===== config.mk =====
export PLATFORM = sky130hd
export DESIGN_NAME = avmm_core_master
export DESIGN_NICKNAME = d
export VERILOG_FILES = /design/src/rtl/avmm_pkg.sv /design/src/rtl/avmm_lane_align.sv /design/src/rtl/avmm_core_master.sv
export SDC_FILE = /design/constraint.sdc
export NUM_CORES = 1
export LEC_CHECK = 0
export CORE_UTILIZATION = 43
export CTS_BUF_LIST = sky130_fd_sc_hd__clkbuf_16
export DETAILED_ROUTE_END_ITERATION = 8
export MAX_ROUTING_LAYER = met4
export PLACE_DENSITY = 0.81
export SLEW_MARGIN = 20
export SYNTH_ARGS = -nofsm -noshare
export SYNTH_HDL_FRONTEND = slang
export SYNTH_SLANG_ARGS = --single-unit

===== constraint.sdc =====
create_clock -name clk -period 3.2 [get_ports clk]
set_clock_uncertainty 0.1 [all_clocks]
set_input_delay 0.96 -clock clk [delete_from_list [all_inputs] [get_ports clk]]
set_output_delay 0.96 -clock clk [all_outputs]
set_load 0.005 [all_outputs]

===== src/rtl/avmm_pkg.sv =====
// Shared types and constants for the core-to-Avalon-MM master adapter.
package avmm_pkg;

    typedef enum logic [1:0] {
        SZ_BYTE = 2'b00,
        SZ_HALF = 2'b01,
        SZ_WORD = 2'b10,
        SZ_ILL  = 2'b11
    } size_e;

    typedef enum logic [1:0] {
        IDLE,
        CMD,
        RDWAIT,
        RESP
    } state_e;

    localparam logic [3:0] BE_BYTE = 4'b0001;
    localparam logic [3:0] BE_HALF = 4'b0011;
    localparam logic [3:0] BE_WORD = 4'b1111;

    // Request fields kept after acceptance; the core may change its inputs freely afterwards.
    typedef struct packed {
        logic       we;
        size_e      size;
        logic       uns;
        logic [1:0] lo;
    } req_t;

endpackage


===== src/rtl/avmm_lane_align.sv =====
// Byte-lane steering: byteenable, store replication, load shift/extend, access legality.
// Latency: purely combinational.
// Backpressure: none; the owning FSM decides when the results are used.
module avmm_lane_align
    import avmm_pkg::*;
(
    input  logic [1:0]  addr_lo,
    input  size_e       size,
    input  logic        uns,
    input  logic [31:0] wdata,
    input  logic [31:0] rdata,
    output logic [3:0]  be,
    output logic [31:0] wdata_rep,
    output logic [31:0] rdata_ext,
    output logic        acc_err
);

    logic [31:0] rdata_sh;

    always_comb begin
        rdata_sh  = rdata >> {addr_lo, 3'b000};
        be        = BE_WORD;
        wdata_rep = wdata;
        rdata_ext = rdata_sh;
        acc_err   = 1'b0;
        case (size)
            SZ_BYTE: begin
                be        = BE_BYTE << addr_lo;
                wdata_rep = {4{wdata[7:0]}};
                rdata_ext = {{24{rdata_sh[7] & ~uns}}, rdata_sh[7:0]};
            end
            SZ_HALF: begin
                be        = BE_HALF << addr_lo;
                wdata_rep = {2{wdata[15:0]}};
                rdata_ext = {{16{rdata_sh[15] & ~uns}}, rdata_sh[15:0]};
                acc_err   = addr_lo[0];
            end
            SZ_WORD: begin
                acc_err   = |addr_lo;
            end
            default: begin
                // Illegal size encoding is reported the same way as a misaligned access.
                acc_err   = 1'b1;
            end
        endcase
    end

endmodule


===== src/rtl/avmm_core_master.sv =====
// Core load/store to single-beat Avalon-MM master; optional watchdog under AVMM_TIMEOUT_EN.
// Latency: store rsp 2 cycles after accept, load 3 (plus waitrequest/readdatavalid delay).
// Backpressure: req_ready only in IDLE; one transaction outstanding; command held while waitrequest.
module avmm_core_master
    import avmm_pkg::*;
#(
    parameter int ADDR_W         = 28,
    parameter int TIMEOUT_CYCLES = 1024
) (
    input  logic              clk,
    input  logic              reset,
    input  logic              req_valid,
    output logic              req_ready,
    input  logic              req_we,
    input  logic [ADDR_W-1:0] req_addr,
    input  logic [1:0]        req_size,
    input  logic              req_unsigned,
    input  logic [31:0]       req_wdata,
    output logic              rsp_valid,
    output logic [31:0]       rsp_rdata,
    output logic              rsp_err,
    output logic [ADDR_W-1:0] avm_address,
    output logic              avm_read,
    output logic              avm_write,
    output logic [31:0]       avm_writedata,
    output logic [3:0]        avm_byteenable,
    output logic              avm_burstcount,
    output logic              avm_debugaccess,
    input  logic              avm_waitrequest,
    input  logic [31:0]       avm_readdata,
    input  logic              avm_readdatavalid
);

    if (TIMEOUT_CYCLES < 2) begin : g_bad_timeout
        $error("TIMEOUT_CYCLES must be at least 2");
    end

    state_e            state_q, state_d;
    req_t              req_q, req_d;
    logic [ADDR_W-1:0] avm_address_q, avm_address_d;
    logic [3:0]        avm_byteenable_q, avm_byteenable_d;
    logic [31:0]       avm_writedata_q, avm_writedata_d;
    logic [31:0]       rsp_rdata_q, rsp_rdata_d;
    logic              rsp_err_q, rsp_err_d;

    logic [1:0]  la_lo;
    size_e       la_size;
    logic        la_uns;
    logic [3:0]  la_be;
    logic [31:0] la_wdata;
    logic [31:0] la_rdata;
    logic        la_err;

`ifdef AVMM_TIMEOUT_EN
    localparam int CNT_W = $clog2(TIMEOUT_CYCLES);
    logic [CNT_W-1:0] tmo_cnt_q, tmo_cnt_d;
`endif

    // In IDLE the aligner looks at the live request; afterwards at the captured one.
    assign la_lo   = (state_q == IDLE) ? req_addr[1:0]      : req_q.lo;
    assign la_size = (state_q == IDLE) ? size_e'(req_size)  : req_q.size;
    assign la_uns  = (state_q == IDLE) ? req_unsigned       : req_q.uns;

    avmm_lane_align u_lane_align (
        .addr_lo   (la_lo),
        .size      (la_size),
        .uns       (la_uns),
        .wdata     (req_wdata),
        .rdata     (avm_readdata),
        .be        (la_be),
        .wdata_rep (la_wdata),
        .rdata_ext (la_rdata),
        .acc_err   (la_err)
    );

    always_comb begin
        state_d          = state_q;
        req_d            = req_q;
        avm_address_d    = avm_address_q;
        avm_byteenable_d = avm_byteenable_q;
        avm_writedata_d  = avm_writedata_q;
        rsp_rdata_d      = rsp_rdata_q;
        rsp_err_d        = rsp_err_q;
`ifdef AVMM_TIMEOUT_EN
        tmo_cnt_d        = tmo_cnt_q;
`endif
        case (state_q)
            IDLE: begin
                if (req_valid) begin
                    req_d.we    = req_we;
                    req_d.size  = size_e'(req_size);
                    req_d.uns   = req_unsigned;
                    req_d.lo    = req_addr[1:0];
                    rsp_rdata_d = '0;
                    rsp_err_d   = la_err;
                    if (la_err) begin
                        state_d = RESP;
                    end else begin
                        avm_address_d    = {req_addr[ADDR_W-1:2], 2'b00};
                        avm_byteenable_d = la_be;
                        avm_writedata_d  = la_wdata;
                        state_d          = CMD;
`ifdef AVMM_TIMEOUT_EN
                        tmo_cnt_d        = '0;
`endif
                    end
                end
            end
            CMD: begin
                if (!avm_waitrequest) begin
                    state_d = req_q.we ? RESP : RDWAIT;
                end
            end
            RDWAIT: begin
                if (avm_readdatavalid) begin
                    rsp_rdata_d = la_rdata;
                    state_d     = RESP;
                end
            end
            RESP: begin
                rsp_rdata_d = '0;
                rsp_err_d   = 1'b0;
                state_d     = IDLE;
            end
            default: state_d = IDLE;
        endcase
`ifdef AVMM_TIMEOUT_EN
        // A genuine completion in the expiry cycle wins over the watchdog.
        if (state_q == CMD || state_q == RDWAIT) begin
            tmo_cnt_d = tmo_cnt_q + 1'b1;
            if (state_d == state_q && tmo_cnt_q == CNT_W'(TIMEOUT_CYCLES - 1)) begin
                state_d     = RESP;
                rsp_err_d   = 1'b1;
                rsp_rdata_d = '0;
            end
        end
`endif
    end

    always_ff @(posedge clk) begin
        if (reset) begin
            state_q          <= IDLE;
            req_q            <= '0;
            avm_address_q    <= '0;
            avm_byteenable_q <= '0;
            avm_writedata_q  <= '0;
            rsp_rdata_q      <= '0;
            rsp_err_q        <= 1'b0;
`ifdef AVMM_TIMEOUT_EN
            tmo_cnt_q        <= '0;
`endif
        end else begin
            state_q          <= state_d;
            req_q            <= req_d;
            avm_address_q    <= avm_address_d;
            avm_byteenable_q <= avm_byteenable_d;
            avm_writedata_q  <= avm_writedata_d;
            rsp_rdata_q      <= rsp_rdata_d;
            rsp_err_q        <= rsp_err_d;
`ifdef AVMM_TIMEOUT_EN
            tmo_cnt_q        <= tmo_cnt_d;
`endif
        end
    end

    // Reset gates the strobes directly so an aborted command disappears in the reset cycle.
    assign req_ready       = (state_q == IDLE);
    assign rsp_valid       = (state_q == RESP) & ~reset;
    assign rsp_rdata       = rsp_rdata_q;
    assign rsp_err         = rsp_err_q;
    assign avm_read        = (state_q == CMD) & ~req_q.we & ~reset;
    assign avm_write       = (state_q == CMD) &  req_q.we & ~reset;
    assign avm_address     = avm_address_q;
    assign avm_byteenable  = avm_byteenable_q;
    assign avm_writedata   = avm_writedata_q;
    assign avm_burstcount  = 1'b1;
    assign avm_debugaccess = 1'b0;

endmodule


## Yosys cells after proc, flatten, opt, wreduce, memory -nomap -nowiden

Cells that the tools add are included.
W data, S select, Z words.

| cells by class | value |
|---|---|
| equality and inequality tests | 8 |
| multiplexer cells | 18 |
| shifts and indexed selects | 3 |
| bitwise operators | 11 |
| reductions and logical operators | 10 |

Operators by type and width:

| cell | number |
|---|---|
| $pmux W32 S2 | 2 |
| $pmux W32 S3 | 1 |
| $mux W32 | 2 |
| $shr A32 B5 Y32 | 1 |
| $mux W2 | 6 |
| $reduce_and A3 Y1 | 3 |
| $pmux W2 S4 | 1 |
| $pmux W4 S2 | 1 |
| $and A1 B1 Y1 | 7 |
| $eq A2 B2 Y1 const B | 3 |
| $ne A2 B2 Y1 const B | 3 |
| $eq A2 B1 Y1 const B | 2 |
| $logic_not A2 Y1 | 2 |
| $not A1 Y1 | 4 |
| $reduce_and A2 Y1 | 2 |
| $shl A1 B2 Y4 const A | 1 |
| $shl A2 B2 Y4 const A | 1 |
| $mux W1 | 3 |
| $pmux W1 S3 | 1 |
| $reduce_bool A3 Y1 | 1 |
| $pmux W1 S2 | 1 |
| $reduce_bool A2 Y1 | 1 |
| $reduce_or A2 Y1 | 1 |

| storage, ports and cells | value |
|---|---|
| output and inout bits | 103 |
| register bits after elaboration | 103 |
| logic and storage cells | 60 |

## Logic depth before layout (Yosys ltp)

Gate-level depths: netlist of run 1.

| logic depth | value |
|---|---|
| depth after elaboration | 7 |
| mapped depth | 11 |

## By module

Synthesis of run 1 repeated with hierarchy kept, for this count alone.

| unflattened totals | value |
|---|---|
| cells, all modules | 726 |
| area, all modules | 5556.6 um^2 |

Modules (own cells, without submodules):

| module | area each (um^2) | cells an instance | seq. area each (um^2) | instances |
|---|---|---|---|---|
| avmm_core_master | 4250.3 | 528 | 2062.0 | 1 |
| avmm_lane_align | 1306.3 | 198 | 0.0 | 1 |

## Worst setup path before layout of run 1

No wires, ideal clock.

| path | value |
|---|---|
| path kind | in2out |
| from | input reset |
| to | output avm_read |
| stages | 3 |
| arrival | 1.580 ns |
| buffers on the path | 2 |
| setup slack | 0.560 ns |
| path through | clkbuf_1 > clkbuf_1 > nor3b_1 |

| on the way | value |
|---|---|
| word-level cells in the longest chain between the ends | 2 |

Ends and longest elaborated chain:

| item | RTL line | text |
|---|---|---|
| from (decl) | avmm_core_master.sv:11 | `input logic reset,` |
| $not A1 Y1 | avmm_core_master.sv:171 | `assign avm_read = (state_q == CMD) & ~req_q.we & ~reset;` |
| $and A1 B1 Y1 | avmm_core_master.sv:171 |  |
| to (decl) | avmm_core_master.sv:23 | `output logic avm_read,` |

Every way passes these cells.

## Final worst setup path of run 1

| path | value |
|---|---|
| from | register state_q[0] |
| to | output req_ready |

| on the way | value |
|---|---|
| word-level cells in the longest chain between the ends | 1 |

Ends and longest elaborated chain:

| item | RTL line | text |
|---|---|---|
| from (decl) | avmm_core_master.sv:38 | `state_e state_q, state_d;` |
| from (signal assigned) | avmm_core_master.sv:153 | `state_q <= state_d;` |
| $logic_not A2 Y1 | avmm_core_master.sv:167 | `assign req_ready = (state_q == IDLE);` |
| to (decl) | avmm_core_master.sv:13 | `output logic req_ready,` |

Every way passes these cells.

==> out/metrics.yaml, run 1 <==
run_status:
  status: "finished clean"
yosys:
  synth_xor_area_share_pct: 0
  synth_cell_types: 51
  seq_area_frac_synth_pct: 43.8
  netlist.area_leader.share_pct: 43.8
  syn-instance-count: 561
  synthFlopType: "dfxtp_1"
  synth_compound_gate_area_share_pct: 22.7
  yosys_warnings: 0
  synth_seq_cells: 103
  syn_avg_cell_area_sq_um: 8.40
  synth_simple_gate_area_share_pct: 21.1
  synthMuxAreaShare_pct: 5.58
  yosysTopAreaCell: "dfxtp_1"
  ys_top_cells_by_area: "dfxtp_1 44%, nand2_1 12%, a21oi_1 5.5%, nor2_1 3.7%, mux4_2 3.3%"
  async_flop_share_pct: 0
  syn_area_sq_mm: 0.00471
  synthAdderAreaFrac_pct: 1.06
  synth-edff-count: 0
  synth_top_family_by_area: "compound AO/OA/AOI/OAI gates"
sta:
  slew_violations: 0
  period_needed_ps: 3120
  fin_crit_sh_pct: 97.5
  setup_viol: 0
  timing.final.hold_violations: 0
  hold_ws_ps: 358
  rsz0062_at_grt: "false"
  max_slew_margin_pct: 54.6
  fmax_mhz: 321
  fin_ws_ps: 80.6
  tightest_slew_ps: 681
cells_and_area:
  areaGrowthSynthToFinish_pct: 52.1
  final_area_sq_mm: 0.00716
  final_cell_mix: "198 x clkdlybuf4s50_1, 151 x nand2_1, 103 x dfxtp_1, 52 x a21oi_1, 47 x nor2_1"
  final_util_pct: 68.5
  drive_gt1_share_pct: 8.32
  final_common_cell: "clkdlybuf4s50_1"
  antenna-diode-count: 0
  nets: 857
hold_path:
  min_from: "avm_address[16]"
  hold_end: "avm_address[16]"
  hold_class: "reg -> reg"
  hold_depth: 2
placement:
  gp_congestion: 0.918
  post-place-ws_ps: -25.0
  placed_area_sq_mm: 0.00685
  dp.final_hpwl_um: 11800
  io_buffers: 199
clock_tree:
  cts.clk_slew.worst_paths_ps: 80
  cts-root-buf: "clkbuf_16"
  cts-resized-gates: 0
  cts.sinks: 103
  cts_tree: "built"
  cts_buffer_depth: 2
  post_cts_buffers: 0
  cts_hold_buf: 0
  clock_latency_ps: 350
  cts_buffers: 9
  h-tree-depth: 3
worst_setup_path:
  crit_slowest_cell: "clkdlybuf4s50_1"
  slowest_delay_ps: 630
  startpoint_type: "register"
  crit_path_max_fanout: 16
  r2r-start: "state_q[0]"
  ff2ff_setup_slack_ps: 170
  required_ps: 2140
  path_class: "reg -> out"
  path_delay_family: "buffers and inverters"
  path_buf_inv: 2
  rr_worst_depth: 8
  cp.arrival_ps: 2060
  r2r-end: "rsp_rdata[11]"
  path_cells: "inv_1 -> ha_1 -> clkdlybuf4s50_1"
  endpoint_kind: "primary output"
floorplan:
  io_pins: 204
  die-area_sq_mm: 0.0114
  start_util_pct: 45.0
  core_area_sq_mm: 0.0105
  die_h_um: 107
  num_rows: 37
  die_x_um: 107
power:
  cellPowerDensity_mw_per_mm2: 789
  ir_worst_vdd_v: 0.000393
  power_uw: 5650
  leakagePower_uw: 0.00270
routing:
  drt-vias-per-instance: 5.66
  firstDrtPassIters: 6
  via_count: 5053
  wire_per_inst_um: 18.2
  drt_iter0_drc: 455
  drc: 0
  wl_um: 16300
  ant_nets: 0
global_routing:
  grt_max_degree: 59
  grt_pass1_vias: 5015
  grt-ovfl-total: 0
  grt_usage_pct: 29.1
  grt_pass1_wl_um: 25500
  antenna_found_initial: 0
job:
  cap_violations: 0
[logic make-up after synthesis]
family | Yosys count
simple gates | 237
flops | 103
mux | 15
other cells | 2
buf+inv | 50
compound gates | 150
fa+ha+maj | 4
[cell usage after synthesis (3+ instances only)]
master	n
a211o_1	8
nand2_1	151
buf_2	16
inv_1	4
a222oi_1	8
nor2b_1	4
buf_4	11
a22oi_1	8
a211oi_1	13
ha_1	4
nor3_1	3
o21ai_1	3
a221o_1	9
dfxtp_1	103
mux2i_1	3
o21ai_0	9
a21oi_1	52
clkbuf_1	16
nor2_1	47
mux4_2	7
a311oi_1	17
a221oi_1	9
nand2b_1	8
nand3_1	8
[flip-flops by register name, summed over array words and instances (netlist names)]
name,count
avm_writedata,32
rsp_rdata,32
avm_address,26
req_q,6
avm_byteenable,4
state_q,2
rsp_err,1
[power by group]
| group | internal (uW) | switching, uW |
|---|---|---|
| sequential | 1550 | 158 |
| clock | 560 | 568 |
| combinational | 1320 | 1490 |
[cell type report]
cell class              count  area [sq um]
clock buffers               9           225
clock inverters             7          81.3
fillers                   862          3300
inverters                   4          15.0
multi-input cells         410          2410
flip-flops and latches    103          2060
well taps                 136           170
repair buffers            224          2200
[worst register-to-register path: stages, from the launching register on]
cell and delay [ps]:
dfxtp_1 340, inv_1 120, ha_1 620, buf_4 290
mux2_2 370, buf_4 200, nor3_2 470, a221oi_1 230
o21ai_0 200
[per-stage QoR]
| stage | setup TNS [ps] | std cells |
|---|---|---|
| floorplan | 0 | 563 |
| global placement | 0 | 877 |
| detailed placement | -112 | 877 |
| CTS | 0 | 893 |
| global route | 0 | 893 |
| finish | 0 | 893 |
[layer usage]
layer  part of all wire (%)  vias to the layer above  wire length (um)  GRT usage, %
li1                       -                     2382                 -             -
met1                     43                     2397              6950          37.4
met2                     48                      238              7850          46.8
met3                    6.0                       36               970          4.38
met4                    3.0                        0               490          9.78
met5                      0                        -                 0             -
[how the worst max path moves through the flow]
stage / startpoint / endpoint / slack [ps] / cells past startpoint
after floorplan: reset / avm_read / 560 / 3
after global placement: req_addr[0] / rsp_rdata[30] / 80 / 7
after detailed placement: req_addr[0] / rsp_rdata[30] / -30 / 7
after CTS: state_q[0] / req_ready / 80 / 3
after global routing: state_q[0] / rsp_rdata[10] / 3 / 8
final: state_q[0] / req_ready / 80 / 3
Note: power is estimated with default switching activity, not from simulation.
==> inputs of run 2 (changes only) <==
--- a/config.mk
+++ b/config.mk
@@ -10,6 +10,7 @@
 export DETAILED_ROUTE_END_ITERATION = 8
 export MAX_ROUTING_LAYER = met4
 export PLACE_DENSITY = 0.81
+export SKIP_CTS_REPAIR_TIMING = 1
 export SLEW_MARGIN = 20
 export SYNTH_ARGS = -nofsm -noshare
 export SYNTH_HDL_FRONTEND = slang
==> results of run 2 <==
No change in the layout: final DEF, timing and power equal those of run 1.
==> inputs of run 3 (changes only) <==
--- a/config.mk
+++ b/config.mk
@@ -7,9 +7,11 @@
 export LEC_CHECK = 0
 export CORE_UTILIZATION = 43
 export CTS_BUF_LIST = sky130_fd_sc_hd__clkbuf_16
+export CTS_CLUSTER_DIAMETER = 40
 export DETAILED_ROUTE_END_ITERATION = 8
 export MAX_ROUTING_LAYER = met4
 export PLACE_DENSITY = 0.81
+export REMOVE_ABC_BUFFERS = 1
 export SKIP_CTS_REPAIR_TIMING = 1
 export SLEW_MARGIN = 20
 export SYNTH_ARGS = -nofsm -noshare
==> out/metrics.yaml, run 3 (same netlist as run 1, synthesis figures left out) <==
run_status:
  status: "finished clean"
placement:
  io_buffers: 199
  dp.final_hpwl_um: 11600
  placed_area_sq_mm: 0.00687
  gp_congestion: 0.896
worst_setup_path:
  rr_worst_depth: 8
  r2r-start: "state_q[0]"
  endpoint_kind: "primary output"
  path_cells: "inv_1 -> ha_1 -> buf_12 -> clkdlybuf4s50_1"
  worstSetupEndpoint: "req_ready"
  r2r-end: "rsp_rdata[8]"
  slowest_delay_ps: 520
  critPathLaunch: "state_q[0]"
  required_ps: 2140
  cp.arrival_ps: 2000
  path_class: "reg -> out"
  crit_slowest_cell: "clkdlybuf4s50_1"
  path_delay_family: "buffers and inverters"
  crit_path_max_fanout: 28
  path_buf_inv: 3
  crit_cells: 4
  startpoint_type: "register"
  ff2ff_setup_slack_ps: 310
cells_and_area:
  areaGrowthSynthToFinish_pct: 52.2
  final_area_sq_mm: 0.00717
  final_cell_mix: "198 x clkdlybuf4s50_1, 151 x nand2_1, 103 x dfxtp_1, 52 x a21oi_1, 47 x nor2_1"
  nets: 857
  fill_cells: 856
  final_util_pct: 68.5
  final_common_cell: "clkdlybuf4s50_1"
  drive_gt1_share_pct: 8.45
  antenna-diode-count: 0
global_routing:
  grt_pass1_wl_um: 24200
  grt-ovfl-total: 0
  grt_max_degree: 55
  grt_pass1_vias: 4866
  antenna_found_initial: 0
  grt_usage_pct: 27.7
routing:
  wl_um: 15400
  ant_nets: 0
  drc: 0
  firstDrtPassIters: 5
  drt_iter0_drc: 423
  wire_per_inst_um: 17.3
  via_count: 4987
  drt-vias-per-instance: 5.58
clock_tree:
  cts_tree: "built"
  cts.sinks: 103
  clock_latency_ps: 340
  cts-root-buf: "clkbuf_16"
  cts_buffers: 9
  cts_buffer_depth: 2
  h-tree-depth: 3
  cts.clk_slew.worst_paths_ps: 70
sta:
  timing.final.hold_violations: 0
  slew_violations: 0
  tns_ps: 0
  tightest_slew_ps: 742
  fmax_mhz: 327
  period_needed_ps: 3060
  rsz0062_at_grt: "false"
  setup_viol: 0
  max_slew_margin_pct: 50.3
  hold_ws_ps: 358
  fin_crit_sh_pct: 95.5
floorplan:
  die_h_um: 107
  io_pins: 204
  num_rows: 37
  start_util_pct: 45.0
  die-area_sq_mm: 0.0114
  core_area_sq_mm: 0.0105
  die_x_um: 107
power:
  cellPowerDensity_mw_per_mm2: 786
  leakagePower_uw: 0.00270
  power_uw: 5640
  ir_worst_vdd_v: 0.000516
job:
  cap_violations: 0
hold_path:
  hold_class: "reg -> reg"
-- run 3: cell types whose count changed in the layout (fill, tap and decap cells not counted), sizes merged --
cell	delta
clkinv	-2
clkinvlp	+3
inv	-2
bufinv	+1
-- run 3: through the flow --
stage / worst slack [ps] / cells
6_report: 144 / 893
5_1_grt: 51.7 / 893
4_1_cts: 159 / 893
3_5_place_dp: -17.3 / 877
3_3_place_gp: 15.3 / 877
2_1_floorplan: -2190 / 517
-- run 3: worst min path at each step --
stage / cells past startpoint / slack (ps) / end / startpoint
global placement: 2 / 340 / avm_writedata[6] / avm_writedata[6]
detailed placement: 1 / 340 / rsp_rdata[15] / rsp_rdata[15]
finish: 2 / 360 / avm_writedata[6] / avm_writedata[6]
CTS: 2 / 360 / avm_writedata[1] / avm_writedata[1]
global route: 2 / 370 / avm_writedata[3] / avm_writedata[3]
floorplan: 2 / 340 / req_q[2] / req_q[2]
-- run 3: report_power, final --
| part | internal [uW] | switching (uW) |
|---|---|---|
| clock | 616 | 500 |
| sequential | 1550 | 153 |
| combinational | 1330 | 1480 |
-- run 3: worst reg2reg max path, stage by stage (launching register included) --
cell	delay, ps
dfxtp_1	330
inv_1	130
ha_1	430
buf_12	240
mux2_4	340
mux2_4	330
a32o_1	320
a221oi_1	420
o21ai_0	120
-- run 3: layer usage --
metal / up-vias / wire, um / global-route usage, %
met1: 2323 / 6060 / 32.1
li1: 2374 / - / -
met4: 0 / 495 / 11.7
met5: - / 0 / -
met3: 35 / 1170 / 5.29
met2: 255 / 7690 / 46.7
-- run 3: final cells by class --
cell class / count / area [sq um] / area share [%]
clock buffer: 9 / 225 / 3.14
clock inverter: 7 / 81.3 / 1.13
inverter: 4 / 15.0 / 0.209
multi-input combinational: 410 / 2410 / 33.5
sequential: 103 / 2060 / 28.8
tap: 136 / 170 / 2.37
timing repair buffer: 224 / 2210 / 30.8
